**config.mk**
```make
export PLATFORM = sky130hd
export DESIGN_NAME = pwm_apb_regs
export DESIGN_NICKNAME = d
export VERILOG_FILES = /design/src/rtl/pwm_apb_regs.sv
export SDC_FILE = /design/constraint.sdc
export NUM_CORES = 1
export LEC_CHECK = 0
export ABC_AREA = 1
export BUFFER_PORTS_ARGS = -buffer_cell sky130_fd_sc_hd__buf_2
export CORE_ASPECT_RATIO = 0.8
export CORE_MARGIN = 3
export CORE_UTILIZATION = 35
export DETAILED_ROUTE_END_ITERATION = 7
export PLACE_DENSITY = 0.54
export SKIP_LAST_GASP = 1
export SYNTH_ARGS = -nofsm -noshare
export SYNTH_HDL_FRONTEND = slang
export SYNTH_SLANG_ARGS = --single-unit
```
**constraint.sdc**
```tcl
create_clock -name clk -period 1.9 [get_ports clk]
set_clock_uncertainty 0.1 [all_clocks]
set_input_delay 0.19 -clock clk [delete_from_list [all_inputs] [get_ports clk]]
set_output_delay 0.19 -clock clk [all_outputs]
set_load 0.05 [all_outputs]
```
**src/rtl/pwm_apb_regs.sv**
```systemverilog
// pwm_apb_regs: APB3 register block driving PWM channel period/duty/control buses and one-hot write strobes
// clk, n_rst (async, active-low); APB3 slave psel/penable/pwrite/paddr/pwdata -> prdata/pready/pslverr;
// period_out/duty_out/control_out shared channel buses; period_wen/duty_wen/cont_wen one-hot strobes
module pwm_apb_regs #(
  parameter int NUM_CHANNELS = 4
) (
  input  logic                    clk,
  input  logic                    n_rst,
  input  logic                    psel,
  input  logic                    penable,
  input  logic                    pwrite,
  input  logic [11:0]             paddr,
  input  logic [31:0]             pwdata,
  output logic [31:0]             prdata,
  output logic                    pready,
  output logic                    pslverr,
  output logic [31:0]             period_out,
  output logic [31:0]             duty_out,
  output logic [2:0]              control_out,
  output logic [NUM_CHANNELS-1:0] period_wen,
  output logic [NUM_CHANNELS-1:0] duty_wen,
  output logic [NUM_CHANNELS-1:0] cont_wen
);
  localparam int CW = NUM_CHANNELS > 1 ? $clog2(NUM_CHANNELS) : 1;
  localparam logic [31:0] ID = 32'h50574D00 | 32'(NUM_CHANNELS);
  typedef enum logic {IDLE, ACCESS} state_t;
  state_t r_state, w_next;
  logic r_write, r_err;
  logic [1:0] r_type;
  logic [CW-1:0] r_ch;
  logic [31:0] r_wdata, r_prdata;
  logic [31:0] r_period [NUM_CHANNELS];
  logic [31:0] r_duty [NUM_CHANNELS];
  logic [2:0] r_ctrl [NUM_CHANNELS];
  logic [CW-1:0] w_ch;
  logic w_chv, w_id, w_err, w_setup, w_commit;
  logic [31:0] w_rdata;
  logic [NUM_CHANNELS-1:0] w_onehot;
  assign w_ch = paddr[4 +: CW];
  assign w_chv = paddr[11:4] < 8'(NUM_CHANNELS);
  assign w_id = paddr == 12'h100;
  // ID is the only mapped address outside the channel window and is read-only
  assign w_err = (|paddr[1:0]) || (w_id ? pwrite : !(w_chv && paddr[3:2] != 2'd3));
  assign w_rdata = w_err ? '0 : w_id ? ID : paddr[3:2] == 2'd0 ? r_period[w_ch] :
                   paddr[3:2] == 2'd1 ? r_duty[w_ch] : {29'b0, r_ctrl[w_ch]};
  assign w_setup = r_state == IDLE && psel && !penable;
  assign w_commit = r_state == ACCESS && psel && penable && r_write && !r_err;
  assign w_onehot = NUM_CHANNELS'(1) << r_ch;
  assign pready = r_state == ACCESS;
  assign prdata = pready ? r_prdata : '0;
  assign pslverr = pready && r_err;
  always_comb w_next = w_setup ? ACCESS : IDLE;
  always_ff @(posedge clk or negedge n_rst)
    if (!n_rst) r_state <= IDLE;
    else r_state <= w_next;
  always_ff @(posedge clk or negedge n_rst)
    if (!n_rst) begin
      r_write <= 1'b0;
      r_err <= 1'b0;
      r_type <= '0;
      r_ch <= '0;
      r_wdata <= '0;
      r_prdata <= '0;
      period_out <= '0;
      duty_out <= '0;
      control_out <= '0;
      period_wen <= '0;
      duty_wen <= '0;
      cont_wen <= '0;
      for (int i = 0; i < NUM_CHANNELS; i++) begin
        r_period[i] <= '0;
        r_duty[i] <= '0;
        r_ctrl[i] <= '0;
      end
    end else begin
      if (w_setup) begin
        r_write <= pwrite;
        r_err <= w_err;
        r_type <= paddr[3:2];
        r_ch <= w_ch;
        r_wdata <= pwdata;
        r_prdata <= pwrite ? '0 : w_rdata;
      end
      period_wen <= (w_commit && r_type == 2'd0) ? w_onehot : '0;
      duty_wen <= (w_commit && r_type == 2'd1) ? w_onehot : '0;
      cont_wen <= (w_commit && r_type == 2'd2) ? w_onehot : '0;
      if (w_commit && r_type == 2'd0) begin
        r_period[r_ch] <= r_wdata;
        period_out <= r_wdata;
      end
      if (w_commit && r_type == 2'd1) begin
        r_duty[r_ch] <= r_wdata;
        duty_out <= r_wdata;
      end
      if (w_commit && r_type == 2'd2) begin
        r_ctrl[r_ch] <= r_wdata[2:0];
        control_out <= r_wdata[2:0];
      end
    end
endmodule

```
Yosys cells after proc, flatten, opt, wreduce, memory -nomap -nowiden
Cells that the tools add are included.
{ "op_classes": {"order_cmp": 4, "n_eq_ne": 5, "shifts": 1, "muxes": 27, "bitwise": 3, "reduce_logical": 19} }
{ "ops": {"columns": ["operator", "count"], "rows": [
  ["$mux 32", 11],
  ["$bwmux 128", 2],
  ["$bmux 32 s2", 2],
  ["$demux 32 s2", 1],
  ["$bwmux 12", 1],
  ["$eq 12x9->1 const B", 1],
  ["$logic_and 1x1->1", 12],
  ["$mux 4", 3],
  ["$mux 3", 3],
  ["$lt 8x3->1 const B", 1],
  ["$bmux 3 s2", 1],
  ["$demux 3 s2", 1],
  ["$ge 3x3->1 const B", 2],
  ["$not 2->3", 2],
  ["$eq 2x1->1 const B", 2],
  ["$logic_not 2->1", 2],
  ["$shl 1x2->4 const A", 1],
  ["$logic_not 1->1", 3],
  ["$lt 3x1->1 const B", 1],
  ["$eq 2x2->1 const B", 1],
  ["$mux 1", 2],
  ["$ne 2x2->1 const B", 1],
  ["$reduce_or 2->1", 1],
  ["$logic_or 1x1->1", 1],
  ["$not 1->1", 1]
]} }
{ "totals": {"register_bits": 418, "in_bits": 49, "word_cells": 84} }

Longest topological paths before layout
Gate-level depths: netlist (run 1).
{ "depth": {"word_depth": 9, "ltp_mapped": 11} }

Worst setup path after synthesis (run 1)
No wires, ideal clock.
{ "synth_path": {"path_type": "reg2reg", "from": "reg r_state (netlist: pready)", "to": "reg r_duty[67] (netlist bit)", "setup_ps": 116, "arrival_time_ps": 1714, "path_slack_ps": -31, "path_stages_with_launch": 12, "synth_period_minus_slack_ps": 1931, "cell_sequence": "dfrtp_1 > buf_4 > inv_2 > nor2_1 > nand2_2 > inv_4 > nand2_8 > nor2_8 > inv_4 > buf_6 > nand2_1 > nand2_1"} }
{ "synth_via": {"elab_chain_cells": 5} }
{ "synth_lines": {"columns": ["item", "line_no", "source"], "rows": [
  ["start: declaration", "27", "state_t r_state, w_next;"],
  ["start signal: assignment", "55", "else r_state <= w_next;"],
  ["$logic_and 1x1->1 (4 in a row)", "47", "assign w_commit = r_state == ACCESS && psel && penable && r_write && !r_err;"],
  ["$logic_and 1x1->1", "91", "if (w_commit && r_type == 2'd1) begin"],
  ["end signal: indexed assignment", "92", "r_duty[r_ch] <= r_wdata;"],
  ["end: declaration", "33", "logic [31:0] r_duty [NUM_CHANNELS];"]
]} }
Every way passes these cells.
A chain may end at the register's enable or synchronous reset.

Worst setup path in the final report (run 1)
{ "layout_path": {"from": "reg r_state (netlist: pready)", "to": "out prdata[8]"} }
{ "layout_via": {"elab_chain_cells": 1} }
{ "layout_lines": {"columns": ["item", "line_no", "source"], "rows": [
  ["$mux 32", "50", "assign prdata = pready ? r_prdata : '0;"],
  ["end: declaration", "14", "output logic [31:0] prdata,"]
]} }
Every way passes these cells.

==> metrics.txt, run 1 <==
final instance area=22400 um2; WL per Instance=17.8 um; relative slew slack=0.656; area of the multi-input gates=6960 um2; clock latency on the worst-skew pair=0.57 ns; Area growth syn-to-layout=18.0%; max-slew violation count=0; Final Hold Fails=0; Total Routed Length=57.7 mm; Core ar.=53000 um2; via count=15700; Synth area leader=dfrtp_1; top cell type's share of synthesized area=0.551; routability congestion estimate=0.826; ant diodes=0; top cell family by delay on the critical path=buffers and inverters; first-pass iteration count of the detailed router=7; proportion of synthesized area in mux cells=0; CP required=1.61 ns; clock slew at reported path FFs=0.06 ns; worst path bufs/invs=3; Rows=75; endpoints failing setup=0; first-pass GRT wire length=91.1 mm; largest family of logic cells by synthesized area=simple AND/OR/NAND/NOR gates; Seq cells post-synth=418; CP startpoint kind=register; first-iteration detailed-routing DRC count=1415; DIE WIDTH=266 um; total gr overflow=0; DRC=0; vias in the first global route=15300; Post-Synth XOR/XNOR Area=0; initial core utilization=0.358; ratio of cells with drive above 1 in the final layout=0.124; FF/Latch Area=10500 um2; Synth Net Count=2435; fill count=5303; clk root buf=clkbuf_16; arrival time worst endpoint=1.54 ns; Adder-Cell Fraction of Synth Area=0; post-synthesis simple-gate area fraction=0.309; initial antenna violation count=0; gr usage total=0.202; Min-Delay Path Class=input port to register; largest net degree at the start of global routing=67; Synth area leaders=dfrtp_1, nand2_1, o21ai_0; RSZ-0062 raised after global routing=true; dpl ws=0.143 ns; post-placement cell area=20300 um2; Worst-Margin Slew=0.516 ns; Die Area=57100 um2; CTS max path bufs=3; drt via density=4.83; Final period util=0.963; CTS buffer count=47; HPWL Detailed=36.9 mm; status=finished clean; Die Ht=214 um; Yosys cell types=23; CP peak stage delay=0.42 ns; Slowest cell on crit path=dfrtp_2; warnings from Yosys=0; sequential share of the synthesized area=0.551; I/O pin count=162; CP endpoint kind=output port; ANT nets after route=0; Max Cap Viol=0; Post-Synthesis Cells=2386; crit path kind=register to output port; peak supply drop=0.673 mV; worst-path cell chain=clkbuf_16, nand2_1, inv_1, clkbuf_4; count of input and output buffers=161; worst-path fanout max=17; # clock sinks=418; post-layout min period=1.83 ns; # H-tree levels=2; Final WS setup=0.0704 ns; f_max=0.547 GHz; PwrDens=1020 nW/um2; Static Leakage=12.3 nW; Mapped Area=19000 um2; CTS tree=built; Synth Area in Compound Gates=0.0574; syn avg cell area=7.95 um2; Nets=2567
-- cell usage after synthesis, drive strengths merged --
cell       n
nor2     140
nand2   1223
or2        1
nand3    111
a21oi      2
clkinv     1
inv      111
nor3       1
dfrtp    418
buf      116
clkbuf    47
o21ai    215
-- registers in the layout, indices dropped and copies added, names as in the netlist --
| signal | flops |
|---|---|
| cont_wen | 4 |
| control_out | 3 |
| duty_out | 32 |
| duty_wen | 4 |
| period_out | 32 |
| period_wen | 4 |
| pready | 1 |
| r_ch | 2 |
| r_ctrl | 12 |
| r_duty | 128 |
| r_err | 1 |
| r_period | 128 |
| r_prdata | 32 |
| r_type | 2 |
| r_wdata | 32 |
| r_write | 1 |
-- logic make-up (layout without fill, tap and decap cells) --
| family | after synthesis | count (layout) |
|---|---|---|
| simple gates | 1476 | 1476 |
| flops | 418 | 418 |
| buf+inv | 275 | 445 |
| compound gates | 217 | 217 |
-- power breakdown --
group          switching (mW)  internal (mW)
combinational            2.22          0.833
sequential              0.768           9.63
clock                    3.72           5.74
total                    6.71           16.2
-- final timing paths --
path / from / endpoint / slack (ns) / cells after the start
hold / removal: penable / r_prdata[1] / 0.02 / 5
max in group asynchronous: n_rst / r_duty[112] / 0.92 / 3
setup / recovery: pready / prdata[8] / 0.07 / 4
setup reg to reg: pready / r_duty[15] / 0.12 / 9
hold reg to reg: r_duty[19] / r_duty[19] / 0.36 / 2
min in group asynchronous: n_rst / r_prdata[4] / 0.04 / 2
-- layer usage --
layer	GRT usage	vias to the layer above	routed length (um)
li1	-	7575	-
met1	0.323	7539	29400
met2	0.281	533	23200
met3	0.0390	54	4330
met4	0.0444	0	765
met5	0	-	0
-- cell usage in the layout, fill, tap and decap left out, types with 2 or more instances in the layout --
master,n
clkbuf_4,22
bufinv_16,4
buf_12,31
buf_2,126
nand2_1,1219
nor2_1,130
nor2_2,2
dlygate4sd3_1,37
o21ai_0,136
nand3_1,110
clkbuf_16,49
inv_4,9
nor2_8,8
nand2_2,2
clkbuf_8,14
clkinv_2,8
clkbuf_1,12
o21ai_1,79
inv_1,99
buf_4,28
inv_2,3
dfrtp_1,417
nand2_8,2
-- worst reg2reg max path, stage by stage, from the launching register on --
cell	delay (ns)
dfrtp_2	0.42
inv_2	0.07
nor2_1	0.11
nand2_2	0.12
inv_4	0.13
nand2_8	0.12
nor2_8	0.22
inv_4	0.19
nand2_1	0.14
nand2_1	0.05
-- timing repair --
action                                  CTS  global route
cloned                                    0             1
endpoints found under the setup margin   34            51
resized for setup                        14            24
buffers inserted                          0             0
pin swaps                                 0             0
hold buffers                             37             0
endpoints found under the hold margin   455             0
-- stage by stage --
stage	setup TNS (ns)	hold WS (ns)	utilization	power, mW	std cells
final	0	0.0159	0.422	22.9	3249
after global routing	-0.103	0.0508	0.422	23.9	3249
after CTS	0	0.0265	0.421	23.1	3248
after detailed placement	0	0.0321	0.382	13.5	3124
after global placement	0	0.0297	0.382	13.5	3124
after floorplan	0	-0.206	-	12.3	2386
-- final cells by class --
class / count / area share
flip-flops and latches: 418 / 0.467
multi-input cells: 1693 / 0.311
repair buffers: 246 / 0.0910
clock buffers: 74 / 0.0643
well taps: 693 / 0.0387
inverters: 112 / 0.0198
clock inverters: 13 / 0.00805
Power figures use the tool's default switching activity.
==> run 2: changes to the inputs <==
--- a/config.mk
+++ b/config.mk
@@ -7,11 +7,13 @@
 export LEC_CHECK = 0
 export ABC_AREA = 1
 export BUFFER_PORTS_ARGS = -buffer_cell sky130_fd_sc_hd__buf_2
+export CELL_PAD_IN_SITES_DETAIL_PLACEMENT = 1
+export CELL_PAD_IN_SITES_GLOBAL_PLACEMENT = 1
 export CORE_ASPECT_RATIO = 0.8
 export CORE_MARGIN = 3
 export CORE_UTILIZATION = 35
 export DETAILED_ROUTE_END_ITERATION = 7
-export PLACE_DENSITY = 0.54
+export PLACE_DENSITY = 0.67
 export SKIP_LAST_GASP = 1
 export SYNTH_ARGS = -nofsm -noshare
 export SYNTH_HDL_FRONTEND = slang
==> metrics.txt, run 2 (same netlist as run 1, synthesis figures left out) <==
Worst-Margin Slew=0.548 ns (+0.0314 ns); Max Cap Viol=0 (unchanged); CP endpoint kind=register; Final period util=0.978 (+0.0152); initial core utilization=0.358 (unchanged); first-pass iteration count of the detailed router=5 (-2); Static Leakage=12.4 nW (+0.24%); initial antenna violation count=0 (unchanged); crit path kind=register to register; clock slew at reported path FFs=0.06 ns (about the same); # clock sinks=418 (unchanged); post-layout min period=1.86 ns (+0.0290 ns); routability congestion estimate=0.813 (-1.6%); CP required=2.24 ns (+0.63 ns); CTS tree=built; fin cells=3259 (+0.31%); PwrDens=1030 nW/um2 (+0.19%); DR WL met3=3.09 mm (-29%); detailed-routed wire length on met2=26.7 mm (+15%); worst-path fanout max=7 (-10); clock latency on the worst-skew pair=0.58 ns (about the same); Top Registers=r_duty (128), r_period (128); Nets=2581 (+0.55%); endpoints failing setup=0 (unchanged); commonest cells after routing, fill and taps aside=nand2_1, dfrtp_1, o21ai_0; Min-Delay Path Class=input port to register; via count=16000 (+2.2%); Post-Place Cells=3140 (+0.51%); Die Ht=214 um (unchanged); WL per Instance=19.5 um (+9.8%); CTS buffer count=46 (-2.1%); drt via density=4.92 (+1.8%); Total Routed Length=63.6 mm (+10%); CTS max path bufs=3 (unchanged); clk root buf=clkbuf_16; vias in the first global route=16900 (+10%); I/O pin count=162 (unchanged); first-iteration detailed-routing DRC count=1107 (-22%); Final Hold Fails=0 (unchanged); most used cell, CP=nand2_1; f_max=0.538 GHz (-1.6%); ratio of cells with drive above 1 in the final layout=0.126 (+0.00225); count of input and output buffers=161 (unchanged); Slowest cell on crit path=dfrtp_1; Die Area=57100 um2 (unchanged); max-slew violation count=0 (unchanged); RSZ-0062 raised after global routing=false; relative slew slack=0.635 (-0.0209); HP Start=paddr[0]; CP startpoint kind=register; arrival time worst endpoint=2.20 ns (+0.66 ns); post-placement cell area=20400 um2 (+0.47%); Area growth syn-to-layout=18.0% (about the same); peak supply drop=0.570 mV (-15%); fill count=6390 (+20%); ANT nets after route=0 (unchanged); Rows=75 (unchanged); gr usage total=0.226 (+0.0234); ant diodes=0 (unchanged); DRC=0 (unchanged); CP peak stage delay=0.32 ns (-0.10 ns); Core ar.=53000 um2 (unchanged); status=finished clean; total gr overflow=0 (unchanged); highest routed metal layer=met4; DIE WIDTH=266 um (unchanged); worst r2r src=r_write; HPWL Detailed=41.0 mm (+11%); first-pass GRT wire length=102 mm (+11%); # H-tree levels=2 (unchanged); largest net degree at the start of global routing=72 (+7.5%); final instance area=22400 um2 (about the same); met1 wire length=33.0 mm (+12%); Crit. Startpoint=r_write; most common cell after layout, fill and taps aside=nand2_1; worst-path cell chain=inv_1, nor3_2, nand2_2, nor2_1, buf_4, nand2_1, nand2_1, o21ai_0
## run 2: area by class of cell
cell class | instances | area, um2 | area share
inverters | 112 | 444 | 0.0198
flip-flops and latches | 418 | 10500 | 0.467
multi-input cells | 1693 | 6950 | 0.311
clock inverters | 12 | 194 | 0.00867
repair buffers | 261 | 2110 | 0.0942
well taps | 693 | 867 | 0.0387
clock buffers | 70 | 1350 | 0.0604
## run 2: worst paths after layout
kind                                end  slack, ns  depth (start not counted)
max                           r_ctrl[8]       0.04                          8
max reg2reg                   r_ctrl[8]       0.04                          8
max in group asynchronous   r_wdata[17]       0.87                          3
min                               r_err       0.05                          7
min in group asynchronous  r_period[71]       0.07                          2
min reg2reg                   r_duty[9]       0.37                          2
## run 2: layer usage
layer	vias up	global-route usage
li1	7589	-
met1	8062	0.356
met2	339	0.332
met3	50	0.0306
met4	0	0.0415
met5	-	0
## run 2: through the flow
stage	worst slack, ns	power, mW	setup TNS (ns)	util	hold WS [ns]
global route	0.000770	23.9	0	0.422	0.0891
floorplan	0.112	12.3	0	-	-0.206
finish	0.0414	22.9	0	0.422	0.0475
CTS	-0.00523	23.2	-0.00523	0.422	0.0206
detailed placement	0.111	13.7	0	0.384	0.0663
global placement	0.109	13.6	0	0.384	0.0587
## run 2: power by group
part           internal [mW]  switching (mW)  total (mW)
clock                   5.57            3.77        9.34
sequential              9.63           0.802        10.4
combinational          0.848            2.32        3.17
total                   16.0            6.89        22.9
## run 2: repair_timing
action / 4_1_cts / 5_1_grt
cloned: 0 / 0
gates resized for setup: 35 / 1
endpoints found under the setup margin: 34 / 21
buffers inserted: 0 / 0
hold endpoints to repair: 454 / 0
hold buffers: 37 / 0
## run 2: critical path, delay by kind of cell (launching register included)
| family | cells | cell delay [ns] |
|---|---|---|
| AND/OR/NAND/NOR | 5 | 0.90 |
| buffers and inverters | 2 | 0.30 |
| flip-flops | 1 | 0.32 |
| AO/OA/AOI/OAI | 1 | 0.11 |
